[src/rtl/dcache_refill_buffer.sv]
// dcache_refill_buffer
//   Refills one data-cache line per miss. A request latches the miss address,
//   one 8-beat AXI WRAP read burst is issued, and the 32-bit beats are written
//   into a 256-bit line starting at the missed word. The missed (critical) word
//   is forwarded one cycle after it arrives so the pipeline can restart early.
//
// Ports
//   clk, rst        clock, synchronous active-high reset
//   req_valid/ready miss request handshake (ready only while idle)
//   req_addr        miss byte address
//   ar_*            AXI read address channel (WRAP, 8 x 32-bit beats)
//   r_*             AXI read data channel (ready only while collecting beats)
//   crit_valid/data one-cycle pulse carrying the critical word
//   line_valid/data assembled line, word i at bits [32i+31:32i]
//   line_addr       line-aligned address of the assembled line
//   line_ack        consumer accepted the line
//   burst_err       sticky flag: r_last disagreed with the beat count
module dcache_refill_buffer #(
    parameter int LINE_WORDS = 8,
    parameter int DATA_W     = 32,
    parameter int ADDR_W     = 32
) (
    input  logic                         clk,
    input  logic                         rst,
    input  logic                         req_valid,
    output logic                         req_ready,
    input  logic [ADDR_W-1:0]            req_addr,
    output logic                         ar_valid,
    input  logic                         ar_ready,
    output logic [ADDR_W-1:0]            ar_addr,
    output logic [3:0]                   ar_len,
    output logic [2:0]                   ar_size,
    output logic [1:0]                   ar_burst,
    input  logic                         r_valid,
    output logic                         r_ready,
    input  logic [DATA_W-1:0]            r_data,
    input  logic                         r_last,
    output logic                         crit_valid,
    output logic [DATA_W-1:0]            crit_data,
    output logic                         line_valid,
    output logic [LINE_WORDS*DATA_W-1:0] line_data,
    output logic [ADDR_W-1:0]            line_addr,
    input  logic                         line_ack,
    output logic                         burst_err
);

    typedef enum logic [1:0] {
        S_IDLE,
        S_ADDR,
        S_DATA,
        S_DONE
    } state_t;

    state_t state_q, state_n;

    logic [ADDR_W-1:0] addr_q;
    logic [2:0]        wptr_q;
    logic [2:0]        cnt_q;
    logic [DATA_W-1:0] words_q [LINE_WORDS];
    logic              beat;
    logic              last_beat;

    assign beat      = r_valid & r_ready;
    assign last_beat = (cnt_q == 3'd7);

    assign ar_len   = 4'd7;
    assign ar_size  = 3'b010;
    assign ar_burst = 2'b10;

    // Byte and line alignment are applied by masking so the full latched
    // address stays in one register.
    assign ar_addr   = addr_q & ~ADDR_W'(3);
    assign line_addr = addr_q & ~ADDR_W'(31);

    // State register
    always_ff @(posedge clk) begin
        if (rst) begin
            state_q <= S_IDLE;
        end else begin
            state_q <= state_n;
        end
    end

    // Next-state logic; completion is governed by the beat count, not r_last
    always_comb begin
        state_n = state_q;
        case (state_q)
            S_IDLE: if (req_valid)           state_n = S_ADDR;
            S_ADDR: if (ar_ready)            state_n = S_DATA;
            S_DATA: if (beat && last_beat)   state_n = S_DONE;
            S_DONE: if (line_ack)            state_n = S_IDLE;
            default:                         state_n = S_IDLE;
        endcase
    end

    // Output decode
    always_comb begin
        req_ready  = 1'b0;
        ar_valid   = 1'b0;
        r_ready    = 1'b0;
        line_valid = 1'b0;
        case (state_q)
            S_IDLE:  req_ready  = 1'b1;
            S_ADDR:  ar_valid   = 1'b1;
            S_DATA:  r_ready    = 1'b1;
            S_DONE:  line_valid = 1'b1;
            default: ;
        endcase
    end

    // Datapath: address latch, wrap pointer, beat counter and line words
    always_ff @(posedge clk) begin
        if (rst) begin
            addr_q     <= '0;
            wptr_q     <= '0;
            cnt_q      <= '0;
            crit_valid <= 1'b0;
            crit_data  <= '0;
            burst_err  <= 1'b0;
            for (int unsigned i = 0; i < LINE_WORDS; i++) begin
                words_q[i] <= '0;
            end
        end else begin
            crit_valid <= 1'b0;
            if (state_q == S_IDLE && req_valid) begin
                addr_q <= req_addr;
                wptr_q <= req_addr[4:2];
                cnt_q  <= '0;
            end
            if (beat) begin
                words_q[wptr_q] <= r_data;
                wptr_q          <= wptr_q + 3'd1;
                cnt_q           <= cnt_q + 3'd1;
                if (cnt_q == 3'd0) begin
                    crit_valid <= 1'b1;
                    crit_data  <= r_data;
                end
                if (r_last != last_beat) begin
                    burst_err <= 1'b1;
                end
            end
        end
    end

    always_comb begin
        line_data = '0;
        for (int unsigned i = 0; i < LINE_WORDS; i++) begin
            line_data[i*DATA_W +: DATA_W] = words_q[i];
        end
    end

endmodule

[config.mk]
export PLATFORM = sky130hd
export DESIGN_NAME = dcache_refill_buffer
export DESIGN_NICKNAME = d
export VERILOG_FILES = /design/src/rtl/dcache_refill_buffer.sv
export SDC_FILE = /design/constraint.sdc
export NUM_CORES = 1
export LEC_CHECK = 0
export ABC_CLOCK_PERIOD_IN_PS = 2900
export BUFFER_PORTS_ARGS = -buffer_cell sky130_fd_sc_hd__buf_2
export CORE_AREA = 2 2 172 174
export CTS_BUF_LIST = sky130_fd_sc_hd__clkbuf_8 sky130_fd_sc_hd__clkbuf_16
export CTS_CLUSTER_DIAMETER = 40
export DETAILED_ROUTE_END_ITERATION = 8
export DIE_AREA = 0 0 174 176
export PLACE_DENSITY = 0.79
export SYNTH_ARGS = -nofsm -noshare
export SYNTH_HDL_FRONTEND = slang
export SYNTH_SLANG_ARGS = --single-unit
[constraint.sdc]
create_clock -name clk -period 2.9 [get_ports clk]
set_input_delay 0.29 -clock clk [delete_from_list [all_inputs] [get_ports clk]]
set_output_delay 0.29 -clock clk [all_outputs]
set_load 0.01 [all_outputs]
Yosys cells after proc, flatten, opt, wreduce, memory -nomap -nowiden
Memories as Yosys holds them, arrays and structs flattened.
Index checks and enable logic that the tools add are counted.
- register bits: 74
- RAM bits: 256
- bits of input ports: 71
- output and inout bits: 367
- logic and storage cells: 53
- memories kept: 1
- add/subtract/negate cells: 2
- eq/ne operators: 9
- multiplexer cells: 22
- bitwise operators: 2
- reductions and logical operators: 10
- memories (name ; words ; width ; read ports ; clocked after memory_dff ; wr ports ; line ; source):
    words_q ; 8 ; 32 ; 8 ; 0 ; 8 ; 59 ; logic [DATA_W-1:0] words_q [LINE_WORDS];
- operators by type and width (cell ; count):
    32-bit two-way mux ; 1
    32-bit OR reduction ; 1
    3-bit two-way mux ; 5
    1-bit two-way mux ; 11
    2-bit two-way mux ; 4
    2-bit inequality test (second input constant) ; 4
    2-bit one-hot mux with 4 select lines ; 1
    3-bit by 1-bit adder with 3-bit output (second input constant) ; 2
    2-bit equality test (second input constant) ; 2
    2-bit AND reduction ; 2
    4-bit AND reduction ; 1
    3-bit equality test (second input constant) ; 1
    3-bit logical NOT ; 1
    2-bit by 1-bit equality test with 1-bit output (second input constant) ; 1
    1-bit logical AND ; 2
    2-bit logical NOT ; 1
    2-bit nonzero test ; 1
    2-bit OR reduction ; 1
    1-bit AND ; 1
    1-bit inequality test ; 1
    1-bit inverter ; 1

Depth between registers and ports, before layout
Gate-level depths: netlist (run 1).
- depth after elaboration: 8
- mapped depth: 8
- mapped depth without buffers: 5

Worst setup path after synthesis (run 1)
OpenSTA, ideal clock, no wires.
- path type: register -> register
- from: reg state_q[0]
- to: mem words_q[2][0], enable pin
- setup time: 0.375 ns
- arrival time: 1.765 ns
- required time: 2.525 ns
- slack: 0.761 ns
- stages on the path, launching flop included: 7
- buffers on the path: 1
- clock period less this slack: 2.139 ns
- path through: dfxtp_1 inv_1 ha_1 buf_2 nand3b_1 nor4b_4 or2_2
- RTL lines (what ; line ; source):
    from (decl) ; 54 ; state_t state_q, state_n;
    from (signal assigned) ; 80 ; state_q <= state_n;
    to (decl) ; 59 ;

==> results of run 1 <==
## through the flow
| stage | utilization [%] | power (mW) |
|---|---|---|
| floorplan | - | 6.564 |
| global placement | 52.73 | 7.219 |
| detailed placement | 52.73 | 7.260 |
| CTS | 58.45 | 12.51 |
| global route | 58.48 | 12.88 |
| finish | 58.48 | 12.41 |
## metal layers
metal	share of wire (%)	global-route usage, %
met1	37	26.43
met2	52	41.38
met3	7.4	4.371
met4	3.7	9.559
met5	0	0
## worst paths after layout
check,endpoint,slack [ns],depth (start not counted)
setup reg to reg,words_q[0][30]$_SDFFCE_PN0P_,0.64,6
hold reg to reg,crit_data[26]$_SDFFE_PP0P_,0.45,2
hold / removal,addr_q[14]$_SDFFE_PP0P_,0.02,3
setup / recovery,words_q[0][30]$_SDFFCE_PN0P_,0.64,6
## area by class of cell
| class | instances | area share (%) |
|---|---|---|
| Inverter | 5 | 0.1124 |
| Timing Repair Buffer | 462 | 15.47 |
| Clock buffer | 45 | 6.678 |
| Clock inverter | 34 | 2.016 |
| Sequential cell | 328 | 54.68 |
| Multi-Input combinational cell | 528 | 18.17 |
| Tap cell | 384 | 2.878 |
## kinds of logic after synthesis
kind of cell	after synthesis	share of synthesized area [%]
adder cells (fa/ha/maj)	10	0.9904
buffers and inverters	98	4.368
other	2	0.05945
flip-flops	328	72.26
XOR/XNOR	1	0.06934
multiplexers	3	0.2377
AND/OR/NAND/NOR	421	18.56
AO/OA/AOI/OAI	77	3.456
## worst max-delay path: stages (launching register included)
cell and delay [ns]:
dfxtp_1 0.34, inv_1 0.13, ha_1 0.32, nand4bb_1 0.31, nor3_4 0.22, or2_2 0.39
buf_12 0.23
## power breakdown
part / switching [mW] / total, mW / internal, mW / leakage [nW]
Sequential: 0.191 / 5.58 / 5.38 / 3.23
Combinational: 1.03 / 1.61 / 0.584 / 3.41
Clock: 1.97 / 5.23 / 3.26 / 0.744
Total: 3.18 / 12.4 / 9.23 / 7.38
## cell usage after synthesis (2+ instances only)
cell type | instances | share of area [%]
nand2_1 | 126 | 3.7
a21oi_1 | 64 | 2.5
dfxtp_1 | 72 | 11
conb_1 | 2 | 0.059
clkbuf_2 | 13 | 0.51
a22oi_1 | 3 | 0.18
nor2b_1 | 3 | 0.15
and4b_1 | 2 | 0.16
or2_2 | 8 | 0.40
a21boi_0 | 2 | 0.12
nand4b_1 | 2 | 0.14
buf_2 | 5 | 0.20
nor2_1 | 9 | 0.27
mux2i_1 | 3 | 0.24
buf_4 | 43 | 2.6
o21bai_1 | 2 | 0.12
inv_1 | 5 | 0.15
edfxtp_1 | 256 | 61
ha_1 | 10 | 0.99
nor3_2 | 3 | 0.24
and2_1 | 258 | 13
nand2b_1 | 4 | 0.20
clkbuf_1 | 31 | 0.92
## flip-flops by register name (all words and copies together), names as in the netlist
register / count
words_q: 256
crit_data: 32
addr_q: 30
cnt_q: 3
wptr_q: 3
state_q: 2
burst_err: 1
crit_valid: 1
==> flow_summary_export.csv, run 1 <==
group,metric,value,unit
run_status,status,"finished clean",
timing,fin_hold_ws,0.01948,ns
routing,finalWirelength,35530,um
global_routing,grt-ovfl-total,0,
global_routing,antenna_found_initial,0,
routing,viasPerCell,4.884,
final_layout,final_common_cell,"buf_2",
clock_tree,cts-resized-gates,0,
placement,gp_congestion,0.8214,
flow_run,drv_cap,0,
critical_path,cp_max_fo,20,
global_routing,track_usage,22.78,%
power,leakage,7.383,nW
final_layout,instances_no_fill,1786,
clock_tree,clkLatencyLatePin,0.53,ns
routing,post-route-drc-count,0,
final_layout,multiInputGateArea,3033,sq um
routing,drt_iter0_drc,585,
placement,port-buffer-count,419,
routing,wl_per_cell,19.89,um
placement,dp_slack,0.6398,ns
hold_path,worstHoldStart,"req_addr[14]",
final_layout,seq_area,9129,sq um
global_routing,grt_pass1_wl,52380,um
die,num_io_pins,438,
critical_path,worstSetupPathType,"reg2reg",
die,row_count,62,
routing,drt-pass1-iter-count,5,
critical_path,cp.required,3.12,ns
synth,synth_cells,940,
final_layout,final_nets,1449,
clock_tree,numCtsBuffers,43,
die,die_h,176,um
clock_tree,htree_num_levels,2,
critical_path,cp.arrival,2.48,ns
placement,numPlacedInstances,1688,
synth,synth_edf_count,256,
final_layout,drive_gt1_share,37.66,%
timing,setup_ws,0.6440,ns
power,p_per_area,743.5,nW/um^2
critical_path,endpoint_kind,"register",
hold_path,worstHoldPathType,"in2reg",
critical_path,r2r-start,"state_q[0]$_SDFFE_PP0P_",
clock_tree,cts_root_buf,"clkbuf_16",
final_layout,nFillCells,2251,
clock_tree,clock_sinks,328,
global_routing,grt_pass1_vias,8583,
clock_tree,clock_path_buffers,3,
timing,setup_viol,0,
die,core,28550,sq um
placement,dp_hpwl,23830,um
final_layout,final_area,16690,sq um
timing,fin_crit_sh,77.79,%
routing,ant_nets,0,
clock_tree,cts_hold_buf,18,
critical_path,startpoint,"state_q[0]$_SDFFE_PP0P_",
critical_path,startpoint_type,"register",
clock_tree,post_cts_buffers,0,
final_layout,layout_common_cells,"buf_2 (418), and2_1 (258), edfxtp_1 (256), nand2_1 (126), dfxtp_1 (72)",
clock_tree,cts_tree,"yes",
synth,synth.distinct_cells,37,
timing,finalHoldViolCount,0,
synth,async_flop_share,0,%
timing,rsz0062_at_grt,"false",
synth,yosysWarnings,0,
final_layout,syn_to_final_growth,32.15,%
routing,num_vias,8722,
timing,period_minus_slack,2.256,ns
synth,yosysSeqAreaShare,72.26,%
die,die_area,30620,sq um
timing,worst_slew_pin_slew,0.5346,ns
placement,placed_cell_area,15050,sq um
synth,synth-main-ff-cell,"edfxtp_1",
global_routing,grt_max_degree,47,
synth,syn_avg_cell_area,13.44,sq um
synth,yosys_register_bits,328,
power,ir_worst_vdd,0.0003985,V
timing,fmax,443.3,MHz
clock_tree,clk_pin_slew,0.05,ns
final_layout,antenna_cells,0,
timing,fin_skew,0.01992,ns
timing,relSlewSlack,64.31,%
die,chipWidth,174,um
timing,maxSlewViolCount,0,
die,start_util,44.25,%
timing,setup_tns,0,ns
synth,syn_area,12630,sq um
(Power assumes the default switching activity.)
==> run 2: changes to the inputs <==
--- a/config.mk
+++ b/config.mk
@@ -5,13 +5,14 @@
 export SDC_FILE = /design/constraint.sdc
 export NUM_CORES = 1
 export LEC_CHECK = 0
-export ABC_CLOCK_PERIOD_IN_PS = 2900
+export ABC_AREA = 1
+export ABC_CLOCK_PERIOD_IN_PS = 2200
 export BUFFER_PORTS_ARGS = -buffer_cell sky130_fd_sc_hd__buf_2
-export CORE_AREA = 2 2 172 174
+export CORE_AREA = 2 2 171 173
 export CTS_BUF_LIST = sky130_fd_sc_hd__clkbuf_8 sky130_fd_sc_hd__clkbuf_16
 export CTS_CLUSTER_DIAMETER = 40
 export DETAILED_ROUTE_END_ITERATION = 8
-export DIE_AREA = 0 0 174 176
+export DIE_AREA = 0 0 173 175
 export PLACE_DENSITY = 0.79
 export SYNTH_ARGS = -nofsm -noshare
 export SYNTH_HDL_FRONTEND = slang
==> constraint.sdc (replaced) <==
create_clock -name clk -period 2.2 [get_ports clk]
set_input_delay 0.22 -clock clk [delete_from_list [all_inputs] [get_ports clk]]
set_output_delay 0.22 -clock clk [all_outputs]
set_load 0.01 [all_outputs]
==> flow_summary_export.csv, run 2 <==
group,metric,value,unit
final_layout,final_nets,1545,
global_routing,grt_pass1_wl,53950,um
routing,drt-pass1-iter-count,5,
critical_path,cp.arrival,2.18,ns
synth,ys_top_cells_by_count,"nor2_1 (357), edfxtp_1 (256), dfxtp_1 (72), inv_1 (50), buf_4 (43)",
die,die_h,175,um
die,row_count,62,
power,p_per_area,1016,nW/um^2
timing,period_minus_slack,1.966,ns
routing,wl_per_cell,19.55,um
global_routing,grt_pass1_vias,9257,
timing,finalHoldViolCount,0,
critical_path,endpoint_kind,"register",
synth,synth_edf_count,256,
synth,synth.distinct_cells,28,
routing,ant_nets,0,
clock_tree,cts_root_buf,"clkbuf_16",
timing,setup_viol,0,
die,core,28390,sq um
critical_path,cp_max_fo,32,
die,die_area,30280,sq um
final_layout,layout_common_cells,"buf_2 (419), nor2_1 (357), edfxtp_1 (256), dfxtp_1 (72), dlygate4sd3_1 (54)",
routing,num_vias,9220,
global_routing,track_usage,23.74,%
synth,syn_avg_cell_area,12.55,sq um
final_layout,final_common_cell,"buf_2",
timing,worst_slew_pin_slew,0.6627,ns
global_routing,grt_max_degree,49,
run_status,status,"finished clean",
hold_path,worstHoldPathType,"in2reg",
routing,drt_iter0_drc,981,
timing,relSlewSlack,55.82,%
clock_tree,clock_sinks,328,
final_layout,antenna_cells,0,
die,chipWidth,173,um
die,num_io_pins,438,
critical_path,cp.required,2.41,ns
synth,yosys_register_bits,328,
clock_tree,clock_path_buffers,3,
die,start_util,43.88,%
final_layout,reg_top3,"words_q (256), crit_data (32), addr_q (30)",
final_layout,regMostFlops,"words_q",
synth,synth_area_leader_cell,"edfxtp_1",
clock_tree,cts_tree,"yes",
clock_tree,clk_pin_slew,0.06,ns
synth,synth-main-ff-cell,"edfxtp_1",
power,ir_worst_vdd,0.0005585,V
final_layout,drive_gt1_share,38.34,%
synth,synth_cells,993,
clock_tree,clkLatencyLatePin,0.53,ns
placement,dp_slack,0.2230,ns
synth,synth.top_cell.area_share,61.71,%
clock_tree,post_cts_buffers,0,
timing,fin_crit_sh,89.35,%
final_layout,largest_reg_flops,256,
placement,gp_congestion,0.8331,
clock_tree,numCtsBuffers,41,
critical_path,worstSetupPathType,"reg2reg",
synth,synth_most_common_cell,"nor2_1",
timing,maxSlewViolCount,0,
placement,port-buffer-count,419,
timing,fmax,508.7,MHz
timing,setup_ws,0.2344,ns
synth,syn_area,12460,sq um
critical_path,startpoint_type,"register",
final_layout,nFillCells,2194,
timing,rsz0062_at_grt,"false",
synth,async_flop_share,0,%
routing,finalWirelength,36770,um
routing,viasPerCell,4.902,
global_routing,antenna_found_initial,0,
placement,dp_hpwl,25150,um
timing,fin_skew,0.01894,ns
timing,setup_tns,0,ns
final_layout,syn_to_final_growth,33.59,%
critical_path,reg2reg_setup_slack,0.23,ns
clock_tree,htree_num_levels,2,
critical_path,cp_slowest_stage_delay,0.34,ns
synth,ys_top_cells_by_area,"edfxtp_1 (62%), dfxtp_1 (12%), nor2_1 (11%), buf_6 (2.7%), buf_4 (2.6%)",
global_routing,grt-ovfl-total,0,
critical_path,critPathSlowestCell,"dfxtp_1",
flow_run,drv_cap,0,
power,leakage,7.749,nW
routing,post-route-drc-count,0,
synth,yosysWarnings,0,
critical_path,crit_chain,"inv_1, ha_1, nand2_2, inv_1, nand4_4, nand2_2, buf_12",
synth,yosysSeqAreaShare,73.28,%
run 2: changes by cell type after synthesis, moves of 31 or more:
cell     change
inv_1       +45
o21ai_1     +31
a21oi_1     -58
nor2_1     +348
and2_1     -258
nand2_1     -97
o21ai_0     +32
run 2: where the power goes:
| part | total (mW) | switching (mW) | internal [mW] |
|---|---|---|---|
| logic | 2.59 | 1.69 | 0.906 |
| registers | 7.52 | 0.307 | 7.22 |
| clock network | 6.78 | 2.75 | 4.03 |
| total | 16.9 | 4.74 | 12.2 |
run 2: logic make-up (layout without fill, tap and decap cells):
family	Yosys count	in the layout	share of synthesized area (%)
flops	328	328	73.28
simple gates	436	436	15.05
xor+xnor	1	1	0.07032
buf+inv	143	633	7.542
other cells	2	16	0.06028
compound gates	73	73	2.993
fa+ha+maj	10	10	1.004
run 2: area by class of cell:
class                      count  area (sq um)  share of cell area (%)
timing repair buffer         502          2943                   17.68
clock buffer                  44          1079                   6.480
tap                          384         480.5                   2.887
clock inverter                32         339.1                   2.037
multi-input combinational    536          2462                   14.79
inverter                      55         211.5                   1.270
sequential                   328          9129                   54.85
run 2: final timing paths:
path	start	to	cells after the start
hold reg to reg	addr_q[2]$_SDFFE_PP0P_	addr_q[2]$_SDFFE_PP0P_	2
setup reg to reg	state_q[0]$_SDFFE_PP0P_	words_q[2][2]$_SDFFCE_PN0P_	7
hold / removal	r_data[0]	crit_data[0]$_SDFFE_PP0P_	3
setup / recovery	state_q[0]$_SDFFE_PP0P_	words_q[2][2]$_SDFFCE_PN0P_	7
run 2: through the flow:
step	util (%)	cells	area, sq um	hold slack, ns	total power [mW]
2_1_floorplan	-	1007	12530	0.3482	9.169
3_3_place_gp	51.72	1751	14690	0.4527	10.06
3_5_place_dp	51.72	1751	14690	0.4569	10.13
4_1_cts	58.62	1881	16640	0.007592	16.97
5_1_grt	58.62	1881	16640	0.003926	17.53
6_report	58.62	1881	16640	0.02230	16.90
run 2: per-layer routing:
layer  track usage, %  wire length (um)  vias to the layer above
met4            11.76              1702                        0
met5                0                 0                        -
met2            42.95             18940                      601
li1                 -                 -                     4174
met3            4.308              3025                      102
met1            27.04             13100                     4343
run 2: what timing repair did:
action                     CTS  global route
hold endpoints to repair    54             0
gates resized for setup      0             0
setup endpoints to repair    0             0
hold buffers                54             0
run 2: critical path, delay by kind of cell (launching register included):
family | cells | cell delay [ns]
DFF | 1 | 0.34
buffers and inverters | 3 | 0.52
and+or+nand+nor | 3 | 0.54
adders and majority gates | 1 | 0.24
==> run 3: changes to the inputs <==
--- a/config.mk
+++ b/config.mk
@@ -13,6 +13,7 @@
 export CTS_CLUSTER_DIAMETER = 40
 export DETAILED_ROUTE_END_ITERATION = 8
 export DIE_AREA = 0 0 173 175
+export GPL_TIMING_DRIVEN = 0
 export PLACE_DENSITY = 0.79
 export SYNTH_ARGS = -nofsm -noshare
 export SYNTH_HDL_FRONTEND = slang
==> constraint.sdc (replaced) <==
create_clock -name clk -period 2.2 [get_ports clk]
set_input_delay 0.44 -clock clk [delete_from_list [all_inputs] [get_ports clk]]
set_output_delay 0.44 -clock clk [all_outputs]
set_load 0.01 [all_outputs]
==> flow_summary_export.csv, run 3 (synthesis gave the netlist of run 2 again) <==
group,metric,value,unit
run_status,status,"finished clean",
critical_path,worstSetupPathType,"reg2reg",
critical_path,cp.required,2.39,ns
final_layout,multiInputGateArea,2746,sq um
power,ir_worst_vdd,0.0006910,V
placement,numPlacedInstances,1809,
clock_tree,clock_path_buffers,3,
routing,finalWirelength,40330,um
clock_tree,post_cts_buffers,0,
timing,rsz0062_at_grt,"false",
hold_path,worstHoldPathType,"in2reg",
critical_path,cp_max_fo,16,
flow_run,drv_cap,0,
critical_path,endpoint_kind,"register",
power,p_int,11.98,mW
critical_path,startpoint,"state_q[0]$_SDFFE_PP0P_",
hold_path,worstHoldStart,"r_data[11]",
routing,viasPerCell,5.007,
power,p_switching,4.708,mW
routing,num_vias,9464,
critical_path,cp_slowest_stage_delay,0.35,ns
clock_tree,numCtsBuffers,39,
power,power,16.69,mW
global_routing,grt-ovfl-total,0,
critical_path,r2r-start,"state_q[0]$_SDFFE_PP0P_",
critical_path,critPathSlowestCell,"dfxtp_1",
routing,ant_nets,0,
final_layout,final_nets,1556,
timing,worst_slew_pin_slew,1.010,ns
final_layout,regMostFlops,"words_q",
global_routing,antenna_found_initial,0,
global_routing,grt_pass1_vias,9017,
routing,drt_iter0_drc,762,
global_routing,grt_pass1_wl,54970,um
critical_path,reg2reg_setup_slack,0.11,ns
timing,maxSlewViolCount,0,
clock_tree,clock_sinks,328,
die,die_h,175,um
timing,finalHoldViolCount,0,
die,num_io_pins,438,
global_routing,track_usage,24.49,%
die,start_util,43.88,%
placement,port-buffer-count,418,
die,die_area,30280,sq um
clock_tree,clkLatencyLatePin,0.53,ns
clock_tree,cts_tree,"yes",
clock_tree,cts_hold_buf,0,
power,seq_power_share,45.4,%
clock_tree,cts_root_buf,"clkbuf_16",
final_layout,seq_area,9129,sq um
die,chipWidth,173,um
final_layout,drive_gt1_share,41.77,%
die,row_count,62,
final_layout,final_common_cell,"buf_2",
routing,wl_per_cell,21.34,um
die,core,28390,sq um
timing,relSlewSlack,32.68,%
routing,post-route-drc-count,0,
final_layout,syn_to_final_growth,34.07,%
power,p_per_area,999.3,nW/um^2
final_layout,reg_top3,"words_q (256), crit_data (32), addr_q (30)",
timing,setup_ws,0.1118,ns
clock_tree,htree_num_levels,2,
timing,fin_skew,0.01902,ns
final_layout,nFillCells,2242,
critical_path,crit_chain,"inv_1, ha_1, nand2_2, inv_1, nand4_4, buf_6, nand2_8",
routing,drt-pass1-iter-count,5,
final_layout,layout_common_cells,"buf_2 (426), nor2_1 (357), edfxtp_1 (256), dfxtp_1 (72), inv_1 (57)",
timing,period_minus_slack,2.088,ns
clock_tree,clk_pin_slew,0.06,ns
final_layout,instances_no_fill,1890,
timing,fin_crit_sh,94.92,%
power,comb_power_share,16.7,%
critical_path,startpoint_type,"register",
timing,fmax,478.9,MHz
critical_path,cp.arrival,2.27,ns
power,pwr-share-clk,38.0,%
power,leakage,7.818,nW
critical_path,crit_top_cell,"inv_1",
final_layout,antenna_cells,0,
power,p_sw_share,28.21,%
placement,gp_congestion,0.8180,
placement,dp_slack,-0.5662,ns
global_routing,grt_max_degree,33,
final_layout,largest_reg_flops,256,
timing,setup_viol,0,
placement,dp_hpwl,27620,um
==> run 3: cell count changes in the layout (fill, tap and decap cells not counted), moves of 8 or more <==
cell,before,now
buf_4,22,43
dlygate4sd3_1,54,0
nand2_8,0,16
buf_6,0,30
nand2_2,9,1
==> run 3: timing repair <==
| item | in CTS | in global routing |
|---|---|---|
| pin swaps | 1 | 1 |
| gates cloned | 0 | 9 |
| endpoints found under the setup margin | 256 | 256 |
| resized for setup | 17 | 9 |
==> run 3: power by group through the flow <==
stage / registers, mW / clock network, mW / logic [mW]
2_1_floorplan: 7.88 / 0 / 1.29
3_3_place_gp: 7.67 / 0 / 2.65
3_5_place_dp: 7.69 / 0 / 2.71
4_1_cts: 7.57 / 6.35 / 2.74
5_1_grt: 7.63 / 6.58 / 3.01
6_report: 7.57 / 6.34 / 2.79
==> run 3: per-stage QoR <==
step	area, sq um	hold slack [ns]	util (%)	TNS, ns
2_1_floorplan	12530	0.4473	-	0
3_3_place_gp	15100	0.4516	53.20	-98.00
3_5_place_dp	15100	0.4607	53.20	-120.46
4_1_cts	16530	0.1473	58.21	-0.1783
5_1_grt	16700	0.1609	58.83	0
6_report	16700	0.1618	58.83	0
==> run 3: worst max-delay path, delay by kind of cell (launching register included) <==
family        cells  cell delay (ns)
simple gates      3             0.59
buf+inv           3             0.56
fa+ha+maj         1             0.26
flops             1             0.35
==> run 3: path summary, 6_finish.rpt <==
path / to / cells past startpoint
hold / removal: crit_data[11]$_SDFFE_PP0P_ / 3
setup / recovery: words_q[2][29]$_SDFFCE_PN0P_ / 7
hold reg to reg: burst_err$_SDFFE_PP0P_ / 2
setup reg to reg: words_q[2][29]$_SDFFCE_PN0P_ / 7
==> run 3: layer usage <==
layer | wire length, um | global-route usage, %
met5 | 0 | 0
met4 | 1607 | 9.816
met3 | 3622 | 5.048
met2 | 20980 | 44.87
met1 | 14120 | 27.96
==> run 3: area by class of cell <==
| class | instances | share of cell area (%) |
|---|---|---|
| Buffer | 88 | 4.375 |
| Clock buffer | 44 | 6.457 |
| Clock inverter | 28 | 1.401 |
| Inverter | 55 | 1.266 |
| Multi-Input combinational cell | 545 | 16.44 |
| Sequential cell | 328 | 54.66 |
| Tap cell | 384 | 2.877 |
| Timing Repair Buffer | 418 | 12.53 |
